## config.mk

```make
export PLATFORM = sky130hd
export DESIGN_NAME = qmeas_frontend_seq
export DESIGN_NICKNAME = d
export VERILOG_FILES = /design/src/rtl/qmeas_pkg.sv /design/src/rtl/qmeas_avg_acc.sv /design/src/rtl/qmeas_frontend_seq.sv
export SDC_FILE = /design/constraint.sdc
export NUM_CORES = 1
export LEC_CHECK = 0
export ABC_AREA = 1
export CORE_MARGIN = 2
export CORE_UTILIZATION = 52
export DETAILED_ROUTE_END_ITERATION = 10
export PLACE_DENSITY = 0.79
export SLEW_MARGIN = 25
export SYNTH_ARGS = -nofsm -noshare
export SYNTH_HDL_FRONTEND = slang
export SYNTH_SLANG_ARGS = --single-unit
```

## constraint.sdc

```tcl
create_clock -name clk -period 2 [get_ports clk]
set_input_delay 0.5 -clock clk [delete_from_list [all_inputs] [get_ports clk]]
set_output_delay 0.5 -clock clk [all_outputs]
set_load 0.01 [all_outputs]
```

## src/rtl/qmeas_pkg.sv

```systemverilog
// +--------------------------------------------------------------------------+
// | qmeas_pkg : shared state encodings and default widths for qmeas blocks   |
// | Rev 1.0                                                                  |
// +--------------------------------------------------------------------------+
`default_nettype none

package qmeas_pkg;

    localparam int DEF_BUS_WIDTH     = 10;
    localparam int DEF_SETTLE_CYCLES = 16;
    localparam int DEF_AVG_LOG2      = 2;
    localparam int DEF_TIMEOUT       = 255;

    localparam int                     ACC_W    = DEF_BUS_WIDTH + DEF_AVG_LOG2;
    localparam logic [DEF_BUS_WIDTH-1:0] ALL_ONES = '1;

    typedef logic [2:0] state_t;

    localparam state_t ST_IDLE   = 3'd0;
    localparam state_t ST_LOAD   = 3'd1;
    localparam state_t ST_SETTLE = 3'd2;
    localparam state_t ST_CONV   = 3'd3;
    localparam state_t ST_WAIT   = 3'd4;
    localparam state_t ST_DONE   = 3'd5;

endpackage

`default_nettype wire

```

## src/rtl/qmeas_avg_acc.sv

```systemverilog
// +--------------------------------------------------------------------------+
// | qmeas_avg_acc : ADC sample accumulator with sample count and last flag   |
// | Rev 1.0                                                                  |
// +--------------------------------------------------------------------------+
`default_nettype none

module qmeas_avg_acc
    import qmeas_pkg::*;
#(
    parameter int BUS_WIDTH = DEF_BUS_WIDTH,
    parameter int AVG_LOG2  = DEF_AVG_LOG2
) (
    input  logic                          clk,
    input  logic                          rst,
    input  logic                          clear,
    input  logic                          accumulate,
    input  logic [BUS_WIDTH-1:0]          sample,
    output logic [BUS_WIDTH+AVG_LOG2-1:0] sum,
    output logic                          last
);

    localparam int                SUM_W    = BUS_WIDTH + AVG_LOG2;
    localparam int                CNT_W    = AVG_LOG2 + 1;
    localparam logic [CNT_W-1:0]  LAST_CNT = CNT_W'((1 << AVG_LOG2) - 1);

    logic [SUM_W-1:0] acc;
    logic [CNT_W-1:0] count;

    // sum is the running total including the sample currently offered
    assign sum  = acc + SUM_W'(sample);
    assign last = (count == LAST_CNT);

    always_ff @(posedge clk) begin
        if (!rst) begin
            acc   <= '0;
            count <= '0;
        end else if (clear) begin
            acc   <= '0;
            count <= '0;
        end else if (accumulate) begin
            acc   <= sum;
            count <= count + CNT_W'(1);
        end
    end

endmodule

`default_nettype wire

```

## src/rtl/qmeas_frontend_seq.sv

```systemverilog
// +--------------------------------------------------------------------------+
// | qmeas_frontend_seq : DAC load, settle, averaged ADC measurement sequencer|
// | Optional macro QMEAS_TIMEOUT_EN adds a per-conversion timeout. Rev 1.0   |
// +--------------------------------------------------------------------------+
`default_nettype none

module qmeas_frontend_seq
    import qmeas_pkg::*;
#(
    parameter int BUS_WIDTH     = DEF_BUS_WIDTH,
    parameter int SETTLE_CYCLES = DEF_SETTLE_CYCLES,
    parameter int AVG_LOG2      = DEF_AVG_LOG2,
    parameter int TIMEOUT       = DEF_TIMEOUT
) (
    input  logic                 clk,
    input  logic                 rst,
    input  logic                 enable,
    input  logic [BUS_WIDTH-1:0] i_ref,
    output logic [BUS_WIDTH-1:0] dac_data,
    output logic                 dac_load,
    output logic                 adc_start,
    input  logic                 adc_done,
    input  logic [BUS_WIDTH-1:0] adc_data,
    output logic [BUS_WIDTH-1:0] q_measured,
    output logic                 ready,
    output logic                 timeout
);

    localparam int SUM_W   = BUS_WIDTH + AVG_LOG2;
    localparam int CNT_MAX = (SETTLE_CYCLES > TIMEOUT) ? SETTLE_CYCLES : TIMEOUT;
    localparam int CNT_W   = (CNT_MAX < 2) ? 1 : $clog2(CNT_MAX + 1);

    state_t           state;
    state_t           state_next;
    logic [CNT_W-1:0] cnt;
    logic [SUM_W-1:0] sum;
    logic             last;
    logic             acc_clear;
    logic             acc_take;
    logic             conv_abort;

    assign acc_clear = (state == ST_IDLE) && enable;
    assign acc_take  = (state == ST_WAIT) && adc_done;

`ifdef QMEAS_TIMEOUT_EN
    localparam logic [CNT_W-1:0] TO_LAST = CNT_W'((TIMEOUT > 0) ? TIMEOUT - 1 : 0);
    assign conv_abort = (state == ST_WAIT) && !adc_done && (cnt == TO_LAST);
`else
    assign conv_abort = 1'b0;
`endif

    qmeas_avg_acc #(
        .BUS_WIDTH (BUS_WIDTH),
        .AVG_LOG2  (AVG_LOG2)
    ) u_avg_acc (
        .clk        (clk),
        .rst        (rst),
        .clear      (acc_clear),
        .accumulate (acc_take),
        .sample     (adc_data),
        .sum        (sum),
        .last       (last)
    );

    always_ff @(posedge clk) begin
        if (!rst) begin
            state <= ST_IDLE;
        end else begin
            state <= state_next;
        end
    end

    always_comb begin
        state_next = state;
        case (state)
            ST_IDLE:   if (enable) state_next = ST_LOAD;
            ST_LOAD:   state_next = (SETTLE_CYCLES == 0) ? ST_CONV : ST_SETTLE;
            ST_SETTLE: if (cnt == CNT_W'(1)) state_next = ST_CONV;
            ST_CONV:   state_next = ST_WAIT;
            ST_WAIT: begin
                if (adc_done) begin
                    state_next = last ? ST_DONE : ST_CONV;
                end else if (conv_abort) begin
                    state_next = ST_DONE;
                end
            end
            ST_DONE:   state_next = ST_IDLE;
            default:   state_next = ST_IDLE;
        endcase
    end

    always_comb begin
        dac_load  = 1'b0;
        adc_start = 1'b0;
        ready     = 1'b0;
        case (state)
            ST_LOAD: dac_load  = 1'b1;
            ST_CONV: adc_start = 1'b1;
            ST_DONE: ready     = 1'b1;
            default: ;
        endcase
    end

    // cnt serves as the settle down-counter and, with timeout, the WAIT up-counter
    always_ff @(posedge clk) begin
        if (!rst) begin
            dac_data   <= '0;
            q_measured <= '0;
            cnt        <= '0;
        end else begin
            case (state)
                ST_IDLE:   if (enable) dac_data <= i_ref;
                ST_LOAD:   cnt <= CNT_W'(SETTLE_CYCLES);
                ST_SETTLE: cnt <= cnt - CNT_W'(1);
                ST_CONV:   cnt <= '0;
                ST_WAIT: begin
                    if (adc_done && last) begin
                        q_measured <= sum[SUM_W-1:AVG_LOG2];
                    end else if (conv_abort) begin
                        q_measured <= {BUS_WIDTH{1'b1}};
                    end
`ifdef QMEAS_TIMEOUT_EN
                    if (!adc_done) cnt <= cnt + CNT_W'(1);
`endif
                end
                default: ;
            endcase
        end
    end

`ifdef QMEAS_TIMEOUT_EN
    always_ff @(posedge clk) begin
        if (!rst) begin
            timeout <= 1'b0;
        end else if (conv_abort) begin
            timeout <= 1'b1;
        end
    end
`else
    assign timeout = 1'b0;
`endif

endmodule

`default_nettype wire
```

### Yosys cells after proc, flatten, opt, wreduce, memory -nomap -nowiden

Index checks and enable logic that the tools add are counted.

| word-level totals | value |
|---|---|
| logic and storage cells | 38 |
| bits in registers | 46 |
| output and inout port bits | 24 |
| input bits | 24 |

| operators by class | value |
|---|---|
| bitwise logic cells | 1 |
| $add $sub $neg | 3 |
| reductions and logical operators | 9 |
| multiplexer cells | 9 |
| equality and inequality tests | 10 |

Operators with widths:

| operator | number |
|---|---|
| $pmux W8 S3 | 1 |
| $pmux W3 S5 | 1 |
| $add A12 B10 Y12 | 1 |
| $mux W3 | 4 |
| $eq A3 B2 Y1 const B | 3 |
| $eq A8 B1 Y1 const B | 1 |
| $sub A8 B1 Y8 const B | 1 |
| $eq A3 B3 Y1 const B | 2 |
| $ne A2 B2 Y1 const B | 3 |
| $reduce_and A2 Y1 | 2 |
| $add A3 B1 Y3 const B | 1 |
| $eq A3 B1 Y1 const B | 1 |
| $logic_and A1 B1 Y1 | 3 |
| $logic_not A3 Y1 | 1 |
| $mux W1 | 3 |
| $reduce_and A3 Y1 | 1 |
| $reduce_bool A3 Y1 | 1 |
| $reduce_or A2 Y1 | 1 |
| $not A1 Y1 | 1 |

### Logic depth before layout (Yosys ltp)

Gate-level depths: netlist of the first run.

| depth | value |
|---|---|
| depth in word-level cells | 4 |
| gate-level depth with buffers | 11 |
| gate-level depth less buffers | 11 |

### Cells and area by module

Synthesis of the first run repeated with hierarchy kept, for this count alone.

| second synthesis, totals | value |
|---|---|
| cells, all modules | 395 |
| area, all modules | 2583.7 um2 |

Modules (own cells, without submodules):

| module | cells each | instances | sequential area each (um2) | area an instance (um2) |
|---|---|---|---|---|
| qmeas_frontend_seq | 196 | 1 | 620.6 | 1373.8 |
| qmeas_avg_acc | 199 | 1 | 300.3 | 1209.9 |

### Least setup slack after synthesis of the first run

No wires, ideal clock.

| timing | value |
|---|---|
| path kind | input-to-reg |
| from | input adc_data[0] |
| to | register q_measured[4] |
| slack | 0.250 ns |
| cell stages on the path | 9 |
| data required time | 1.891 ns |
| data arrival time | 1.641 ns |
| setup time | 0.109 ns |
| buffers on the path | 0 |
| cells stage by stage | ha_1 -> fa_1 -> nand2_1 -> nand3_1 -> nand3_1 -> a21o_1 -> nand3_1 -> nand2_1 -> inv_1 |

| on the way | value |
|---|---|
| word-level cells in the longest chain between the ends | 1 |

RTL lines:

| element | line | text |
|---|---|---|
| start: declaration | qmeas_frontend_seq.sv:23 | `input logic [BUS_WIDTH-1:0] adc_data,` |
| $add A12 B10 Y12 | qmeas_avg_acc.sv:30 | `assign sum = acc + SUM_W'(sample);` |
| end signal: assignment | qmeas_frontend_seq.sv:118 | `q_measured <= sum[SUM_W-1:AVG_LOG2];` |
| end signal: assignment | qmeas_frontend_seq.sv:120 | `q_measured <= {BUS_WIDTH{1'b1}};` |
| end: declaration | qmeas_frontend_seq.sv:24 | `output logic [BUS_WIDTH-1:0] q_measured,` |

Every way passes these cells.
A chain may end at the register's enable or synchronous reset.

### Worst setup path after layout of the first run

| timing | value |
|---|---|
| from | input adc_data[0] |
| to | register u_avg_acc.acc[8] |

| on the way | value |
|---|---|
| word-level cells in the longest chain between the ends | 1 |

RTL lines:

| element | line | text |
|---|---|---|
| $add A12 B10 Y12 | qmeas_avg_acc.sv:30 |  |
| end signal: assignment | qmeas_avg_acc.sv:41 | `acc <= sum;` |
| end: declaration | qmeas_avg_acc.sv:26 | `logic [SUM_W-1:0] acc;` |

Every way passes these cells.

==> results of run 1 <==
[cell usage after synthesis, drive strengths merged, types with 2 or more instances]
library cell / n
nand4: 4
buf: 5
o21ai: 22
nor2: 27
inv: 67
xnor2: 2
ha: 14
clkbuf: 4
o21a: 13
dfxtp: 46
or2: 2
a21o: 2
a21oi: 28
o211ai: 2
nand3b: 2
nand3: 30
xor2: 4
nor3: 2
nand2: 84
[logic make-up (layout without fill, tap and decap cells)]
group	after synthesis	after routing	share of synthesized area (%)
AOI/OAI and AO/OA	73	73	16.5
xor gates and xnor gates	6	6	2.02
adders and majority gates	15	15	7.50
buffers and inverters	77	141	12.6
DFF	46	46	35.4
other	1	1	0.144
and+or+nand+nor	152	152	25.9
[timing repair]
action | 4_1_cts | 5_1_grt
pin swaps | 0 | 0
setup endpoints to repair | 3 | 8
gates resized for setup | 6 | 4
buffers inserted | 0 | 0
[metal layers]
metal,vias up,track usage (%),wire [microns]
met5,-,0,0
met4,0,7.94,110
met3,13,4.55,314
met2,72,36.6,2710
met1,1087,30.3,2820
li1,1310,-,-
[worst paths after layout]
| check | cells after the start | slack, ns | to |
|---|---|---|---|
| worst max-delay path | 10 | 0.09 | u_avg_acc.acc[8] |
| worst min-delay path | 2 | 0.45 | dac_data[3] |
| worst max register to register | 9 | 0.39 | u_avg_acc.acc[8] |
| worst min register to register | 2 | 0.45 | dac_data[3] |
[sequential cells by signal (all words and copies together), names as in the netlist]
name / flops
q_measured: 10
u_avg_acc.acc: 12
dac_data: 10
cnt: 8
u_avg_acc.count: 3
state: 3
[critical path, cell delays in order]
cell and delay (ns):
clkdlybuf4s50_1 0.41, ha_2 0.20, fa_1 0.38, nand2_1 0.10
nand3_2 0.12, nand3_1 0.13, a21o_1 0.14, nand3_1 0.06
nand2_1 0.06, inv_1 0.03
[power groups by stage]
stage	clock network [mW]	logic [mW]	registers, mW
final	0.595	1.41	1.24
after floorplan	0	0.916	1.26
after detailed placement	0	1.42	1.25
after CTS	0.606	1.42	1.24
after global routing	0.632	1.60	1.26
after global placement	0	1.38	1.25
[cell type report]
class                   instances  area share, %
repair buffers                 65           18.0
well taps                      67           2.52
clock buffers                   5           2.07
flip-flops and latches         46           27.7
multi-input cells             247           41.2
clock inverters                 3          0.639
inverters                      68           7.89
==> results by group, run 1 <==
Logic synthesis
  – Synth Flop Type: dfxtp_1
  – YS warnings: 0
  – Avg Cell Area, Syn: 7.04 sq um
  – Synth cell types: 43
  – Gate count after technology mapping: 370
  – Yosys top cell area share: a little over a third
  – Register area share after synthesis: roughly 35%
  – EDFF count, synth: 0
  – Cell accounting for the most synthesized area: dfxtp_1
  – Synth Net Count: about 400
  – Dominant cells by area after synthesis: dfxtp_1 35%, nand2_1 12%, inv_1 9.1%
  – Synth Cell Area: ~2600 sq um
  – Fraction of registers with async set or reset after synthesis: 0%
  – Yosys reg bits: between 40 and 50

Power and ir drop
  – Sw frac: 39.8%
  – Total power: between 3 and 4 mW
  – Seq pwr share: 38.1%
  – Comb power frac: around 44%
  – Leakage: roughly 1.6 nW
  – Max rail drop VDD: 0.680 mV
  – Pint: around 2 mW
  – Clock group share of total power: around 18%
  – Net Sw Power: about 1.3 mW
  – Pwr/cell area: roughly 980 nW/um^2

Clocking
  – Reg clk slew, reported paths: around 0.10 ns
  – Depth of the CTS H-tree: 2
  – Clk_lat worst skew: 0.31 ns
  – Root Buffer Master: clkbuf_8
  – Post-CTS Hold Buffers: 0
  – CTS Buf Count: 5
  – CTS tree: done
  – Sink Count: 46
  – Clock buffer depth: 2

Critical path
  – CP Launch Point: adc_data[0]
  – Nature of the critical path endpoint: register
  – CP Class: in -> reg
  – CP Data Arrival Time: ~2.1 ns
  – Crit path launch type: primary input
  – Worst reg2reg startpoint: u_avg_acc.acc[0]
  – CP Max Fanout: 3
  – Required @ worst endpoint: ~2.2 ns

Cells and area
  – Final net count: about 470
  – Area Overhead vs Synth: 27.8%
  – Number of diodes: 0
  – Finished Cell Area: approximately 3300 sq um
  – Finished Layout Cells: 501
  – Highest-count cells in the layout ignoring fill and taps: 80 x nand2_1, 62 x inv_1, 45 x dfxtp_1
  – Sequential Area: 922 sq um
  – Layout cells sized above 1: between 10% and 20%
  – Post-layout util: between 60% and 70%
  – Most common cell after layout, fill and taps aside: nand2_1
  – Multi-input logic area: approximately 1400 sq um
  – Fillers: 426

Global routing
  – GRT overflow: 0
  – GRT Overall Usage: between 20% and 30%
  – Vias in the first global route: approximately 2200
  – Antenna violations before repair: 0
  – First-pass GRT wire length: 9740 microns
  – Largest net degree at the start of global routing: 21

STA
  – Final setup vio count: 0
  – Fin crit period: between 1.5 and 2 ns
  – Final Hold Fails: 0
  – Max-slew violation count: 0
  – Final Cycle Share: a little over nine tenths
  – Setup ws final: between 0.09 and 0.1 ns
  – Max Clock Skew: between 0.008 and 0.009 ns
  – Max_slew headroom: 63.8%
  – Highest Clock Rate: about 520 MHz
  – Worst-margin pin slew: 0.537 ns
  – Final TNS setup: 0 ns
  – Hold WS: 0.448 ns

Placed design
  – Pre-CTS setup slack: -0.262 ns
  – Placed instance area: approximately 3200 sq um
  – Placer Congestion: between 0.9 and 1
  – PortBufs: 46
  – Placed Cells: 493
  – Detailed Place HPWL: roughly 4400 microns

Worst hold path
  – Min-delay src: dac_data[3]
  – Class of the tightest hold or removal check: reg -> reg

Floorplanning
  – Initial Util: ~54%
  – Die height: between 70 and 80 microns
  – Row count: 25
  – Die Width: roughly 75 microns
  – Core ar.: approximately 4800 sq um
  – Die area: between 5000 and 6000 sq um
  – IO Pins: 48

Route
  – DRT iter0 DRCs: 123
  – DRT Wirelength: 5960 microns
  – Via-per-instance ratio: between 4 and 5
  – Antenna-violating nets left: 0
  – WL/cell: about 12 microns
  – DR DRC count: 0
  – DR pass1 iterations: 4
  – Via count: 2482

Outcome
  – Outcome: complete, no violations

Flow run
  – Max cap viols: 0
Power figures use the tool's default switching activity.
==> run 2, diff against run 1 <==
--- a/config.mk
+++ b/config.mk
@@ -5,7 +5,8 @@
 export SDC_FILE = /design/constraint.sdc
 export NUM_CORES = 1
 export LEC_CHECK = 0
-export ABC_AREA = 1
+export ABC_AREA = 0
+export ABC_CLOCK_PERIOD_IN_PS = 2000
 export CORE_MARGIN = 2
 export CORE_UTILIZATION = 52
 export DETAILED_ROUTE_END_ITERATION = 10
@@ -13,4 +14,5 @@
 export SLEW_MARGIN = 25
 export SYNTH_ARGS = -nofsm -noshare
 export SYNTH_HDL_FRONTEND = slang
+export SYNTH_HIERARCHICAL = 1
 export SYNTH_SLANG_ARGS = --single-unit
==> results by group, run 2 <==
Outcome
  – Outcome: complete, no violations

STA
  – Final Hold Fails: 0
  – Highest Clock Rate: 522 MHz
  – Final Cycle Share: 95.8%
  – Fin crit period: ~1.9 ns
  – Max-slew violation count: 0
  – Hold WS: between 0.4 and 0.5 ns
  – Final setup vio count: 0
  – Setup ws final: roughly 0.084 ns
  – Max Clock Skew: roughly 0.0048 ns
  – Final TNS setup: 0 ns

Global routing
  – Vias in the first global route: around 2300
  – Largest net degree at the start of global routing: 28
  – Antenna violations before repair: 0
  – GRT Overall Usage: a little under a quarter
  – First-pass GRT wire length: approximately 10000 microns
  – GRT overflow: 0

Critical path
  – Crit path launch type: register
  – Required @ worst endpoint: roughly 2.2 ns
  – Worst path slowest cell: dfxtp_2
  – CP Max Fanout: 2
  – Nature of the critical path endpoint: register
  – CP Data Arrival Time: roughly 2.1 ns
  – CP Class: reg -> reg
  – Worst reg2reg startpoint: u_avg_acc/acc[0]
  – CP delay by family, top: simple AND/OR/NAND/NOR gates
  – Buf+Inv Stages, Crit Path: 2
  – Top cell by count, worst path: buf_4
  – Max incr delay on CP: approximately 0.34 ns
  – CP Launch Point: u_avg_acc/acc[0]
  – Crit-path cells: ha_4 -> buf_4 -> a21o_1 -> buf_4 -> and4_2 -> or3_1 -> and2_1 -> nand2_1 -> mux2i_1

Logic synthesis
  – Synth Flop Type: dfxtp_1
  – Synth Cell Area: between 2000 and 3000 sq um
  – Avg Cell Area, Syn: 8.40 sq um
  – Gate count after technology mapping: roughly 320
  – Yosys top cell area share: between 30% and 40%
  – Dominant cells by area after synthesis: dfxtp_1 35%, nand2_1 7.8%, mux2i_1 7.1%
  – Top cell types by occurrence after synthesis: 55 x nand2_1, 46 x dfxtp_1, 19 x mux2i_1, 16 x nor2_1
  – YS warnings: 6
  – Register area share after synthesis: about 35%
  – Fraction of registers with async set or reset after synthesis: 0%
  – Yosys reg bits: 46
  – EDFF count, synth: 0
  – Synth cell types: 61
  – Count leader, synth: nand2_1
  – Cell accounting for the most synthesized area: dfxtp_1
  – Synth Net Count: 356

Clocking
  – CTS tree: done
  – Clk_lat worst skew: 0.29 ns
  – Reg clk slew, reported paths: 0.08 ns
  – Clock buffer depth: 2
  – Post-CTS Hold Buffers: 0
  – Depth of the CTS H-tree: 2
  – CTS Buf Count: 5
  – Root Buffer Master: clkbuf_8
  – Sink Count: 46

Route
  – Via-per-instance ratio: roughly 5.4
  – DRT iter0 DRCs: roughly 130
  – DRT Wirelength: 6470 microns
  – DR pass1 iterations: 4
  – DR DRC count: 0
  – Via count: about 2500
  – Antenna-violating nets left: 0
  – WL/cell: 13.9 microns

Cells and area
  – Finished Layout Cells: 465
  – Final net count: approximately 430
  – Layout cells sized above 1: 24.1%
  – Finished Cell Area: about 3800 sq um
  – Post-layout util: 75.0%
  – Register with the most flip-flops: u_avg_acc/acc
  – Area Overhead vs Synth: 41.1%
  – Max FFs per register: 12
  – Number of diodes: 0
  – Most common cell after layout, fill and taps aside: nand2_1
  – Top Registers: u_avg_acc/acc x12, dac_data x10, q_measured x10
  – Highest-count cells in the layout ignoring fill and taps: 54 x nand2_1, 44 x buf_4, 41 x dfxtp_1

Floorplanning
  – Core ar.: between 5000 and 6000 sq um
  – Initial Util: between 50% and 60%
  – Die height: roughly 76 microns
  – Die Width: approximately 76 microns
  – Die area: roughly 5700 sq um
  – Row count: 26
  – IO Pins: 48

Placed design
  – Placer Congestion: between 0.8 and 0.9
  – Placed instance area: about 3400 sq um
  – Detailed Place HPWL: approximately 4500 microns
  – Placed Cells: around 450
  – Pre-CTS setup slack: -0.569 ns
  – PortBufs: 46

Power and ir drop
  – Leakage: approximately 1.5 nW
  – Max rail drop VDD: 0.348 mV
  – Pwr/cell area: between 500 and 600 nW/um^2
  – Total power: between 2 and 2.5 mW

Worst hold path
  – Class of the tightest hold or removal check: reg -> reg
  – Min-delay src: dac_data[8]

Flow run
  – Max cap viols: 0
## run 2: worst paths after layout
kind / end / depth (start not counted) / slack, ns
max reg2reg: q_measured[3] / 9 / 0.08
min: dac_data[8] / 2 / 0.46
max: q_measured[3] / 9 / 0.08
min reg2reg: dac_data[8] / 2 / 0.46
## run 2: layout make-up
type / instances / area (sq um)
sequential: 46 / 930
tap: 70 / 87.6
multi-input combinational: 238 / 1800
clock inverter: 2 / 10.0
timing repair buffer: 92 / 816
inverter: 12 / 45.0
clock buffer: 5 / 68.8
fill: 383 / 1250
## run 2: power by group
part / switching (mW) / internal (mW) / total [mW]
combinational: 0.239 / 0.266 / 0.505
clock: 0.308 / 0.235 / 0.543
sequential: 0.0422 / 0.965 / 1.01
## run 2: timing repair
action | 4_1_cts | 5_1_grt
setup endpoints to repair | 18 | 12
buffers inserted | 2 | 2
gates resized for setup | 26 | 31
cloned | 0 | 0
pin swaps | 14 | 18
## run 2: layer usage
layer	vias up	wire (microns)	GRT usage, %
met2	59	3240	41.3
li1	1266	-	-
met3	8	260	3.57
met5	-	0	0
met1	1186	2890	28.5
met4	0	78	7.21
## run 2: worst min-delay path: stages, from the launching register on
cell      delay (ns)
dfxtp_1         0.32
nand2_1         0.05
a21boi_1        0.05
## run 2: logic make-up (layout without fill, tap and decap cells)
| family | after synthesis | in the layout | synth area share [%] |
|---|---|---|---|
| AND/OR/NAND/NOR | 122 | 122 | 23.0 |
| flip-flops | 46 | 46 | 34.6 |
| multiplexers | 20 | 20 | 7.57 |
| other | 1 | 1 | 0.141 |
| buffers and inverters | 33 | 111 | 5.64 |
| XOR/XNOR | 8 | 8 | 2.63 |
| adder cells (fa/ha/maj) | 15 | 15 | 7.33 |
| AO/OA/AOI/OAI | 72 | 72 | 19.1 |
